## src/rtl/seven_seg_pkg.sv

```systemverilog
`default_nettype none
// ============================================================================
// Module      : seven_seg_pkg
// Description : Shared seven-segment definitions. The segment pattern
//               constants are ordered {A,B,C,D,E,F,G} (A in bit 6) and are
//               the single table used by both the display decoder and the
//               capture decoder.
//               Also holds the capture FSM state type.
// Revision    : 1.0 - initial release
// ============================================================================
package seven_seg_pkg;

    localparam logic [6:0] SEG_0 = 7'b1111110;
    localparam logic [6:0] SEG_1 = 7'b0110000;
    localparam logic [6:0] SEG_2 = 7'b1101101;
    localparam logic [6:0] SEG_3 = 7'b1111001;
    localparam logic [6:0] SEG_4 = 7'b0110011;
    localparam logic [6:0] SEG_5 = 7'b1011011;
    localparam logic [6:0] SEG_6 = 7'b1011111;
    localparam logic [6:0] SEG_7 = 7'b1110000;
    localparam logic [6:0] SEG_8 = 7'b1111111;
    localparam logic [6:0] SEG_9 = 7'b1111011;
    localparam logic [6:0] SEG_A = 7'b1110111;
    localparam logic [6:0] SEG_B = 7'b0011111;
    localparam logic [6:0] SEG_C = 7'b1001110;
    localparam logic [6:0] SEG_D = 7'b0111101;
    localparam logic [6:0] SEG_E = 7'b1001111;
    localparam logic [6:0] SEG_F = 7'b1000111;

    // Capture FSM states
    typedef enum logic [1:0] {
        IDLE  = 2'd0,   // bus idle, nothing selected
        COUNT = 2'd1,   // pattern changed, waiting for it to settle
        HOLD  = 2'd2    // current pattern already accepted
    } capState_t;

endpackage : seven_seg_pkg
`default_nettype wire

```

## src/rtl/seg_pattern_decode.sv

```systemverilog
`default_nettype none
// ============================================================================
// Module      : seg_pattern_decode
// Description : Combinational reverse lookup of a 7-bit segment pattern
//               {A..G} to its hex digit.
// Ports       : pattern  in  [6:0] segment pattern, A in bit 6
//               isLegal  out       pattern is one of the 16 hex glyphs
//               hexValue out [3:0] decoded value (0 when not legal)
// Revision    : 1.0 - initial release
// ============================================================================
module seg_pattern_decode
    import seven_seg_pkg::*;
(
    input  logic [6:0] pattern,
    output logic       isLegal,
    output logic [3:0] hexValue
);

    always_comb begin
        isLegal  = 1'b1;
        hexValue = 4'h0;
        case (pattern)
            SEG_0:   hexValue = 4'h0;
            SEG_1:   hexValue = 4'h1;
            SEG_2:   hexValue = 4'h2;
            SEG_3:   hexValue = 4'h3;
            SEG_4:   hexValue = 4'h4;
            SEG_5:   hexValue = 4'h5;
            SEG_6:   hexValue = 4'h6;
            SEG_7:   hexValue = 4'h7;
            SEG_8:   hexValue = 4'h8;
            SEG_9:   hexValue = 4'h9;
            SEG_A:   hexValue = 4'hA;
            SEG_B:   hexValue = 4'hB;
            SEG_C:   hexValue = 4'hC;
            SEG_D:   hexValue = 4'hD;
            SEG_E:   hexValue = 4'hE;
            SEG_F:   hexValue = 4'hF;
            default: isLegal  = 1'b0;
        endcase
    end

endmodule : seg_pattern_decode
`default_nettype wire

```

## src/rtl/seven_seg_capture_decoder.sv

```systemverilog
`default_nettype none
// ============================================================================
// Module      : seven_seg_capture_decoder
// Description : Monitors a multiplexed seven-segment bus, debounces each
//               (select, segment) pattern, decodes it back to hex and stores
//               the value per digit. Illegal stable patterns raise Error.
// Ports       : Clk, Reset (async, active-high)
//               SegSel[NUM_DIGITS]  one-hot digit select, 0 = bus idle
//               A..G                segment lines, active-high
//               Clear               clears all DigitValid bits
//               Digits[4*NUM_DIGITS] captured values, digit i at [4i+3:4i]
//               DigitValid          per-digit legal-value flag
//               Update / UpdIdx     one-cycle write pulse and digit index
//               Error               one-cycle illegal-pattern pulse
// Revision    : 1.0 - initial release
// ============================================================================
module seven_seg_capture_decoder
    import seven_seg_pkg::*;
#(
    parameter int NUM_DIGITS    = 4,
    parameter int STABLE_CYCLES = 4,
    parameter int CNT_W         = $clog2(STABLE_CYCLES + 1),
    parameter int IDX_W         = (NUM_DIGITS > 1) ? $clog2(NUM_DIGITS) : 1
) (
    input  logic                    Clk,
    input  logic                    Reset,
    input  logic [NUM_DIGITS-1:0]   SegSel,
    input  logic                    A,
    input  logic                    B,
    input  logic                    C,
    input  logic                    D,
    input  logic                    E,
    input  logic                    F,
    input  logic                    G,
    input  logic                    Clear,
    output logic [4*NUM_DIGITS-1:0] Digits,
    output logic [NUM_DIGITS-1:0]   DigitValid,
    output logic                    Update,
    output logic [IDX_W-1:0]        UpdIdx,
    output logic                    Error
);

    localparam int               SMP_W   = NUM_DIGITS + 7;
    localparam logic [CNT_W-1:0] CNT_MAX = CNT_W'(STABLE_CYCLES);

    logic [SMP_W-1:0]        r_s1;
    logic [SMP_W-1:0]        r_prev;
    logic [CNT_W-1:0]        r_cnt;
    capState_t               r_state;
    logic [4*NUM_DIGITS-1:0] r_digits;
    logic [NUM_DIGITS-1:0]   r_valid;
    logic                    r_update;
    logic [IDX_W-1:0]        r_updIdx;
    logic                    r_error;

    logic [NUM_DIGITS-1:0]   w_sel;
    logic [6:0]              w_seg;
    logic                    w_changed;
    logic                    w_active;
    logic                    w_oneHot;
    logic                    w_accept;
    logic [CNT_W-1:0]        w_cntNext;
    logic [IDX_W-1:0]        w_idx;
    logic                    w_legal;
    logic [3:0]              w_value;

    assign w_sel     = r_s1[SMP_W-1:7];
    assign w_seg     = r_s1[6:0];
    assign w_changed = (r_s1 != r_prev);
    assign w_active  = |w_sel;
    assign w_oneHot  = w_active && ((w_sel & (w_sel - NUM_DIGITS'(1))) == '0);

    // A change counts as the first sample of the new pattern, so the count
    // restarts at 1 rather than 0.
    always_comb begin
        if (w_changed) begin
            w_cntNext = CNT_W'(1);
        end else if (r_cnt == CNT_MAX) begin
            w_cntNext = r_cnt;
        end else begin
            w_cntNext = r_cnt + CNT_W'(1);
        end
    end

    // Accept on the edge the count reaches the threshold. The decision uses
    // the next count so that a pattern first sampled at edge k is reported at
    // edge k+STABLE_CYCLES. HOLD blocks re-acceptance of the same window.
    assign w_accept = w_active && (w_changed || (r_state != HOLD))
                      && (w_cntNext == CNT_MAX);

    always_comb begin
        w_idx = '0;
        for (int i = 0; i < NUM_DIGITS; i++) begin
            if (w_sel[i]) begin
                w_idx = IDX_W'(i);
            end
        end
    end

    seg_pattern_decode u_decode (
        .pattern  (w_seg),
        .isLegal  (w_legal),
        .hexValue (w_value)
    );

    // Input sample stage and stability counter
    always_ff @(posedge Clk or posedge Reset) begin
        if (Reset) begin
            r_s1   <= '0;
            r_prev <= '0;
            r_cnt  <= '0;
        end else begin
            r_s1   <= {SegSel, A, B, C, D, E, F, G};
            r_prev <= r_s1;
            r_cnt  <= w_cntNext;
        end
    end

    // Capture FSM with registered outputs
    always_ff @(posedge Clk or posedge Reset) begin
        if (Reset) begin
            r_state  <= IDLE;
            r_digits <= '0;
            r_valid  <= '0;
            r_update <= 1'b0;
            r_updIdx <= '0;
            r_error  <= 1'b0;
        end else begin
            r_update <= 1'b0;
            r_error  <= 1'b0;

            if (!w_active) begin
                r_state <= IDLE;
            end else if (w_accept) begin
                r_state <= HOLD;
            end else if ((r_state == HOLD) && !w_changed) begin
                r_state <= HOLD;
            end else begin
                r_state <= COUNT;
            end

            // Clear first; an acceptance below overrides its own bit.
            if (Clear) begin
                r_valid <= '0;
            end

            if (w_accept) begin
                if (!w_oneHot) begin
                    r_error <= 1'b1;
                end else if (w_legal) begin
                    for (int i = 0; i < NUM_DIGITS; i++) begin
                        if (w_sel[i]) begin
                            r_digits[4*i +: 4] <= w_value;
                            r_valid[i]         <= 1'b1;
                        end
                    end
                    r_update <= 1'b1;
                    r_updIdx <= w_idx;
                end else begin
                    // Blank or unknown glyph: value kept, validity dropped
                    for (int i = 0; i < NUM_DIGITS; i++) begin
                        if (w_sel[i]) begin
                            r_valid[i] <= 1'b0;
                        end
                    end
                    r_error <= 1'b1;
                end
            end
        end
    end

    assign Digits     = r_digits;
    assign DigitValid = r_valid;
    assign Update     = r_update;
    assign UpdIdx     = r_updIdx;
    assign Error      = r_error;

endmodule : seven_seg_capture_decoder
`default_nettype wire
```

## config.mk

```make
export PLATFORM = sky130hd
export DESIGN_NAME = seven_seg_capture_decoder
export DESIGN_NICKNAME = d
export VERILOG_FILES = /design/src/rtl/seven_seg_pkg.sv /design/src/rtl/seg_pattern_decode.sv /design/src/rtl/seven_seg_capture_decoder.sv
export SDC_FILE = /design/constraint.sdc
export NUM_CORES = 1
export LEC_CHECK = 0
export ABC_CLOCK_PERIOD_IN_PS = 2400
export BUFFER_PORTS_ARGS = -buffer_cell sky130_fd_sc_hd__buf_4
export CORE_MARGIN = 2
export CORE_UTILIZATION = 51
export CTS_CLUSTER_DIAMETER = 150
export DETAILED_ROUTE_END_ITERATION = 10
export HOLD_SLACK_MARGIN = 0.03
export PLACE_DENSITY = 0.75
export REMOVE_ABC_BUFFERS = 1
export SYNTH_ARGS = -nofsm -noshare
export SYNTH_HDL_FRONTEND = slang
export SYNTH_SLANG_ARGS = --single-unit
```

## constraint.sdc

```tcl
create_clock -name Clk -period 2.4 [get_ports Clk]
set_clock_uncertainty 0.2 [all_clocks]
set_input_delay 0.12 -clock Clk [delete_from_list [all_inputs] [get_ports Clk]]
set_output_delay 0.12 -clock Clk [all_outputs]
set_load 0.01 [all_outputs]
```

Yosys cells after proc, flatten, opt, wreduce, memory -nomap -nowiden
Cells that the tools add are included.
{"block": "word_totals", "register_bits": 51, "inputBits": 14, "out_inout_bits": 24}
{"block": "op_classes", "n_addsub": 2, "reduce_logical": 14, "mux": 28, "n_bitwise": 1, "n_eq_ne": 21}
{"operator": "7-bit == test (second input constant)", "count": 12}
{"operator": "4-bit one-hot mux with 15 select lines", "count": 1}
{"operator": "7-bit by 6-bit == test with 1-bit output (second input constant)", "count": 3}
{"operator": "1-bit two-way mux", "count": 16}
{"operator": "4-bit two-way mux", "count": 4}
{"operator": "4-bit AND reduction", "count": 4}
{"operator": "16-bit OR reduction", "count": 1}
{"operator": "11-bit != test", "count": 1}
{"operator": "2-bit two-way mux", "count": 5}
{"operator": "7-bit by 5-bit == test with 1-bit output (second input constant)", "count": 1}
{"operator": "3-bit == test (second input constant)", "count": 2}
{"operator": "3-bit two-way mux", "count": 2}
{"operator": "4-bit bitwise AND", "count": 1}
{"operator": "1-bit logical AND", "count": 4}
{"operator": "4-bit zero test", "count": 1}
{"operator": "4-bit OR reduction", "count": 1}
{"operator": "4-bit by 1-bit subtractor with 4-bit output (second input constant)", "count": 1}
{"operator": "3-bit by 1-bit adder with 3-bit output (second input constant)", "count": 1}
{"operator": "3-bit AND reduction", "count": 1}
{"operator": "2-bit == test (second input constant)", "count": 1}
{"operator": "2-bit != test (second input constant)", "count": 1}
{"operator": "1-bit zero test", "count": 1}
{"operator": "1-bit logical OR", "count": 1}

Depth between registers and ports, before layout
Gate-level depths: netlist of the first run.
{"block": "depth", "word_depth": 7, "mapped_depth": 7, "mapped_depth_nobuf": 7}

Hierarchy
From an unflattened synthesis of the first run, not the netlist that was laid out.
{"block": "unflattened", "hier_cells": 203, "area_unflattened_um2": 2369.8}
{"module": "seven_seg_capture_decoder", "cells_each": 151, "instances": 1, "seq_area_each_um2": 1276.2, "area_each_um2": 2035.7}
{"module": "seg_pattern_decode", "cells_each": 52, "instances": 1, "seq_area_each_um2": 0.0, "area_each_um2": 334.1}

Worst setup path before layout of the first run
Ideal clock, no wire load.
{"block": "synth_timing", "path_type": "register -> register", "startpoint": "reg r_cnt[0]", "endpoint": "reg r_digits[14] (netlist: Digits[14])", "period_less_slack_ns": 2.356, "stages_incl_launch_ff": 7, "arrival_ns": 2.028, "setup_ns": 0.128, "path_slack_ns": 0.044, "path_buffers": 0, "path_cell_list": "dfrtp_1 > inv_1 > ha_1 > nor3b_1 > nand3_1 > a311oi_4 > mux2_1"}
{"block": "synth_via", "elab_chain_len": 6, "elab_cells_between_ends": 7}
{"item": "start: declaration", "line_no": "seven_seg_capture_decoder.sv:48", "text": "logic [CNT_W-1:0] r_cnt;"}
{"item": "start signal: assignment", "line_no": "seven_seg_capture_decoder.sv:115", "text": "r_cnt <= w_cntNext;"}
{"item": "3-bit by 1-bit adder with 3-bit output / 3-bit == test (equally long branches)", "line_no": "seven_seg_capture_decoder.sv:81, seven_seg_capture_decoder.sv:78"}
{"item": "3-bit two-way mux *", "line_no": "seven_seg_capture_decoder.sv:78", "text": "end else if (r_cnt == CNT_MAX) begin"}
{"item": "3-bit two-way mux *", "line_no": "seven_seg_capture_decoder.sv:76", "text": "if (w_changed) begin"}
{"item": "3-bit == test *", "line_no": "seven_seg_capture_decoder.sv:89", "text": "&& (w_cntNext == CNT_MAX);"}
{"item": "1-bit logical AND *", "line_no": "seven_seg_capture_decoder.sv:89"}
{"item": "4-bit AND reduction (no line) *"}
{"item": "end signal: indexed assignment", "line_no": "seven_seg_capture_decoder.sv:153", "text": "r_digits[4*i +: 4] <= w_value;"}
{"item": "end: declaration", "line_no": "seven_seg_capture_decoder.sv:50", "text": "logic [4*NUM_DIGITS-1:0] r_digits;"}
Every way passes the cells marked *; elsewhere a longest branch is shown, timed or not.
A chain may end at the register's enable or synchronous reset.

Final worst setup path of the first run
{"block": "layout_timing", "startpoint": "reg r_s1[5]", "endpoint": "reg r_digits[1] (netlist: Digits[1])"}
{"block": "layout_via", "elab_chain_len": 5, "elab_cells_between_ends": 26}
{"item": "start: declaration", "line_no": "seven_seg_capture_decoder.sv:46", "text": "logic [SMP_W-1:0] r_s1;"}
{"item": "start signal: assignment", "line_no": "seven_seg_capture_decoder.sv:113", "text": "r_s1 <= {SegSel, A, B, C, D, E, F, G};"}
{"item": "11-bit != test", "line_no": "seven_seg_capture_decoder.sv:69", "text": "assign w_changed = (r_s1 != r_prev);"}
{"item": "3-bit two-way mux / 1-bit logical OR (equally long branches)", "line_no": "seven_seg_capture_decoder.sv:76, seven_seg_capture_decoder.sv:88"}
{"item": "3-bit == test / 1-bit logical AND (equally long branches)", "line_no": "seven_seg_capture_decoder.sv:89, seven_seg_capture_decoder.sv:88"}
{"item": "1-bit logical AND", "line_no": "seven_seg_capture_decoder.sv:89"}
{"item": "4-bit AND reduction (no line)"}
Parallel ways exist; a longest one is shown, timed or not.

==> results of run 1 <==
==> final cells by class <==
type / count / area [um^2]
clock buffers: 7 / 76.3
inverters: 11 / 41.3
repair buffers: 87 / 724
fillers: 325 / 1330
well taps: 67 / 83.8
flip-flops and latches: 51 / 1280
clock inverters: 1 / 5.00
multi-input cells: 141 / 1240
==> through the flow <==
step | instances | area [um^2] | setup slack (ns) | TNS (ns)
2_1_floorplan | 203 | 2500 | 0.0443 | 0
3_3_place_gp | 332 | 3060 | -0.00805 | -0.0375
3_5_place_dp | 332 | 3060 | -0.0466 | -0.430
4_1_cts | 356 | 3320 | -0.000726 | -0.00145
5_1_grt | 365 | 3460 | -0.0742 | -0.595
6_report | 365 | 3460 | 0.00725 | 0
==> cells by family after synthesis <==
family	Yosys count	share of synthesized area, %
flops	51	49.5
compound gates	32	13.3
fa+ha+maj	2	0.971
mux	19	8.16
buf+inv	22	4.71
xor+xnor	12	4.08
simple gates	76	19.2
==> what timing repair did <==
| item | 4_1_cts | 5_1_grt |
|---|---|---|
| hold buffers | 13 | 0 |
| pin swaps | 2 | 11 |
| endpoints found under the hold margin | 66 | 0 |
| gates cloned | 0 | 0 |
| setup endpoints to repair | 16 | 18 |
| resized for setup | 8 | 20 |
| buffers inserted | 3 | 9 |
==> placed cells by master, fill, tap and decap left out, drive strengths merged, types with 7 or more instances in the layout <==
master,n
nor3,7
xor2,12
clkbuf,7
nand2,9
dlygate4sd3,13
dfrtp,51
nand3,9
mux2,16
inv,11
nand2b,7
buf,74
nor2,10
==> how the worst max path moves through the flow <==
stage                 end  depth (start not counted)
2_1_floorplan  Digits[14]                          6
3_3_place_gp   Digits[11]                          5
4_1_cts         Digits[9]                          6
6_report        Digits[1]                          7
3_5_place_dp    Digits[8]                          5
5_1_grt         Digits[1]                          8
==> tightest hold or removal path, delay by kind of cell <==
kind,cells,cell delay (ns)
buf+inv,4,0.97
==> layer usage <==
layer	vias up	routed length [um]	part of all wire (%)	GRT usage (%)
li1	928	-	-	-
met5	-	0	0	0
met4	0	91	1.7	8.13
met2	48	2780	52	32.7
met3	8	194	3.7	4.69
met1	971	2230	42	26.4
==> power groups by stage <==
stage	registers (mW)	logic [mW]	clock network, mW
CTS	0.900	0.171	0.480
detailed placement	0.917	0.151	0
finish	0.902	0.183	0.465
global placement	0.916	0.148	0
global route	0.905	0.202	0.520
floorplan	0.920	0.0800	0
==> registers in the layout, indices dropped and copies added, names as in the netlist <==
signal      count
r_prev         11
DigitValid      4
UpdIdx          2
r_cnt           3
r_s1           11
Digits         16
Update          1
r_state         2
Error           1
==> results.json, run 1 <==
{
  "crit_chain": "buf_4 > and4bb_2 > a31oi_1 > o221a_4 > a311oi_4 > buf_6 > mux2_1",
  "cp_slowest_cell": "dfrtp_2",
  "rsz0062_at_grt": "true",
  "ant_nets": 0,
  "slew_viol_final": 0,
  "synth_seq_cells": 51,
  "crit_path_start_kind": "register",
  "htreeDepth": 2,
  "globalRouteTotalUtil_pct": 20.2,
  "grt_pass1_vias": 1814,
  "drt-initial-drc-count": 112,
  "grt-ovfl-total": 0,
  "swShare_pct": 24.1,
  "synth_area_leaders": "dfrtp_1 (50%), mux2_1 (7.0%), a311oi_4 (4.1%)",
  "synthCells": 214,
  "gp_congestion": 0.790,
  "powerDensity_mw_per_mm2": 448,
  "r2r-start": "r_s1[5]",
  "grt_pass1_wl_um": 8450,
  "wire_per_inst_um": 14.5,
  "worst_skew_pair.late_latency_ns": 0.30,
  "route.detailed.drc": 0,
  "synth_area_mm2": 0.00258,
  "synth_cell_types": 53,
  "rows": 25,
  "synth_common_cells": "dfrtp_1 (51), mux2_1 (16), xor2_1 (12), inv_1 (11), nor2_1 (10)",
  "die_x_um": 75.1,
  "regToRegEndpoint": "Digits[1]",
  "p_seq_share_pct": 58.2,
  "via_per_inst": 5.36,
  "fmax_mhz": 418,
  "dieArea_mm2": 0.00564,
  "first_pass_iters": 4,
  "min_period_ns": 2.39,
  "hold_class": "input port to async pin",
  "vdd_drop_max_v": 0.000493,
  "finalSetupViolations": 0,
  "dpl.hpwl_um": 3570,
  "p_leak_nw": 1.63,
  "avgSynthCellArea_um2": 12.0,
  "clock_sinks": 51,
  "ys_warn_count": 0,
  "path_buf_inv": 2,
  "coreArea_mm2": 0.00479,
  "crit_type": "register to register",
  "critPathArrivalTime_ns": 2.39,
  "diodes": 0,
  "switching_power_mw": 0.374,
  "finalCoreUtilization_pct": 72.3,
  "cap_violations": 0,
  "reg2reg_depth": 7,
  "finalHoldViolCount": 0,
  "numCtsBuffers": 5,
  "fin_crit_sh_pct": 99.7,
  "reg2reg_slack_ns": 0.007,
  "dieHeight_um": 75.1,
  "ys_async_sr_fraction_pct": 100,
  "grt_max_degree": 52,
  "synth_top_cell_by_area": "dfrtp_1",
  "area_growth_syn_to_layout_pct": 34.2,
  "cp-startpoint": "r_s1[5]",
  "critPathCaptureType": "register",
  "cp.required_ns": 2.39,
  "start_util_pct": 53.9,
  "antenna_found_initial": 0,
  "yosysMostFrequentCell": "dfrtp_1",
  "finalPower_mw": 1.55,
  "clock_power_share_pct": 30.0,
  "wirelength_um": 5300,
  "crit_fanout": 8,
  "crit_family": "compound AO/OA/AOI/OAI gates",
  "cts_tree": "yes",
  "cts_max_path_buffers": 2,
  "port_buffers": 37,
  "synth-edff-count": 0,
  "clockRootBuffer": "clkbuf_8",
  "p_int_mw": 1.18,
  "whs_ns": 0.210,
  "synth_top_flop_cell": "dfrtp_1",
  "synth_top_area_share_pct": 49.5,
  "drive_above_1_share_pct": 38.9,
  "vias": 1955,
  "clkTransAtPathRegs_ns": 0.09,
  "pin_count": 38,
  "tightest_slew_ns": 0.380,
  "status": "complete, no violations",
  "comb_power_share_pct": 11.8,
  "relSlewSlack_pct": 74.7,
  "synth.yosys.seq_area_share_pct": 49.5,
  "slowest_delay_ns": 0.47,
  "finalNetCount": 313
}
No activity file was read; power rests on OpenSTA's default activity.
==> run 2, diff against run 1 <==
Settings changed: CORE_UTILIZATION 51 to 35, PLACE_DENSITY 0.75 to unset.
==> run 2 against run 1 <==
Net effect:
- global-route usage down 5.9 points
- non-clock buffer count is 12 higher
- final cell count increased by 12%
- register-to-register slack gained 0.02 ns
- sequential share of layout area shrank 2.5 points
- critical path depth unchanged
- via count rose by 0.77%
- die area grew 43%
- first-iteration DRC count decreased by 50%
- final area is 7.2% higher
- fmax is 0.77% higher
- combinational power grew 7%
==> results.json, run 2 (synthesis gave the netlist of run 1 again) <==
{
  "grt_max_degree": 29,
  "ant_nets": 0,
  "fmax_mhz": 421,
  "switching_power_mw": 0.408,
  "swShare_pct": 24.0,
  "vias": 1970,
  "antenna_found_initial": 0,
  "grt-ovfl-total": 0,
  "finalHoldViolCount": 0,
  "path_buf_inv": 2,
  "coreArea_mm2": 0.00718,
  "cp_slowest_cell": "dfrtp_2",
  "crit_path_start_kind": "register",
  "finalNetCount": 325,
  "cap_violations": 0,
  "start_util_pct": 35.9,
  "crit_fanout": 7,
  "final_cell_mix": "buf_4 (78), dfrtp_1 (45), mux2_4 (16), dlygate4sd3_1 (13), xor2_1 (11)",
  "min_period_ns": 2.37,
  "layout_commonest_cell": "buf_4",
  "rows": 31,
  "clkTransAtPathRegs_ns": 0.10,
  "die_x_um": 89.8,
  "p_seq_share_pct": 53.1,
  "final_cell_area_mm2": 0.00371,
  "placed_area_mm2": 0.00314,
  "wire_per_inst_um": 13.7,
  "first_pass_iters": 4,
  "crit_family": "simple AND/OR/NAND/NOR gates",
  "clock_sinks": 51,
  "status": "complete, no violations",
  "cp.required_ns": 2.40,
  "dp_cells": 370,
  "cts_tree": "yes",
  "p_int_mw": 1.29,
  "grt_pass1_vias": 2034,
  "diodes": 0,
  "clockRootBuffer": "clkbuf_8",
  "finalSetupViolations": 0,
  "cts_max_path_buffers": 2,
  "fin_crit_sh_pct": 98.9,
  "relSlewSlack_pct": 65.5,
  "crit_chain": "buf_12 > nor3b_4 > or4_4 > o221a_4 > a311oi_4 > buf_4 > mux2_4",
  "area_growth_syn_to_layout_pct": 43.8,
  "via_per_inst": 4.82,
  "htreeDepth": 2,
  "critPathArrivalTime_ns": 2.38,
  "drive_above_1_share_pct": 46.8,
  "pin_count": 38,
  "dieHeight_um": 89.8,
  "critPathCaptureType": "register",
  "dpl.hpwl_um": 3820,
  "powerDensity_mw_per_mm2": 459,
  "port_buffers": 37,
  "drt-initial-drc-count": 56,
  "hold_class": "input port to async pin",
  "numCtsBuffers": 5,
  "rsz0062_at_grt": "true",
  "wirelength_um": 5590,
  "gp_congestion": 0.783,
  "fin_cells": 409,
  "route.detailed.drc": 0,
  "crit_type": "register to register",
  "globalRouteTotalUtil_pct": 14.3,
  "vdd_drop_max_v": 0.000241,
  "dieArea_mm2": 0.00807,
  "comb_power_share_pct": 11.5,
  "slew_viol_final": 0,
  "grt_pass1_wl_um": 9390,
  "worst_skew_pair.late_latency_ns": 0.30,
  "tightest_slew_ns": 0.513,
  "fillers": 643,
  "p_leak_nw": 1.72,
  "largest_reg_flops": 16,
  "clock_power_share_pct": 35.4,
  "slowest_delay_ns": 0.47
}
-- run 2: timing repair --
action                                 4_1_cts  5_1_grt
endpoints found under the hold margin       38        0
resized for setup                           16       30
hold buffers                                13        0
setup endpoints to repair                   18       20
buffers inserted                            13        5
pin swaps                                    7       13
-- run 2: cell type report --
cell class	instances	area [um^2]	area share, %
Clock buffer	5	68.8	1.86
Clock inverter	3	43.8	1.18
Inverter	11	41.3	1.11
Multi-Input combinational cell	141	1320	35.7
Sequential cell	51	1280	34.6
Tap cell	99	124	3.34
Timing Repair Buffer	99	823	22.2
-- run 2: path summary, 6_finish.rpt --
| path | end | depth (start not counted) | slack [ns] | start |
|---|---|---|---|---|
| worst max-delay path | Digits[11] | 7 | 0.03 | r_s1[4] |
| worst min-delay path | r_s1[9] | 3 | 0.21 | Reset |
| worst max register to register | Digits[11] | 7 | 0.03 | r_s1[4] |
| worst min register to register | r_prev[10] | 0 | 0.29 | r_s1[10] |
| max in group asynchronous | DigitValid[0] | 4 | 1.27 | Reset |
| min in group Clk | r_s1[0] | 2 | 0.25 | G |
-- run 2: power by group through the flow --
stage | Clock, mW | Sequential [mW] | Combinational, mW
floorplan | 0 | 0.920 | 0.0800
global placement | 0 | 0.919 | 0.154
detailed placement | 0 | 0.919 | 0.155
CTS | 0.619 | 0.902 | 0.182
global route | 0.661 | 0.906 | 0.215
finish | 0.602 | 0.903 | 0.195
-- run 2: tightest hold or removal path, delay by kind of cell --
kind / cells / cell delay (ns)
buffers and inverters: 3 / 1.05
-- run 2: layer usage --
| metal | vias to the layer above | global-route usage [%] | wire, um |
|---|---|---|---|
| met5 | - | 0 | 0 |
| met3 | 7 | 2.85 | 169 |
| li1 | 955 | - | - |
| met2 | 34 | 24.9 | 2760 |
| met1 | 974 | 17.8 | 2600 |
| met4 | 0 | 5.13 | 68 |
-- run 2: metrics by stage --
step / worst slack [ns] / TNS [ns] / hold WS [ns] / power, mW / util (%)
2_1_floorplan: 0.0443 / 0 / -0.0486 / 1.00 / -
3_3_place_gp: -0.0919 / -0.801 / -0.00880 / 1.07 / 43.8
3_5_place_dp: -0.0978 / -0.937 / 0.00102 / 1.07 / 43.8
4_1_cts: -0.0516 / -0.202 / 0.218 / 1.70 / 49.3
5_1_grt: -0.0563 / -0.445 / 0.239 / 1.78 / 51.6
6_report: 0.0256 / 0 / 0.208 / 1.70 / 51.6
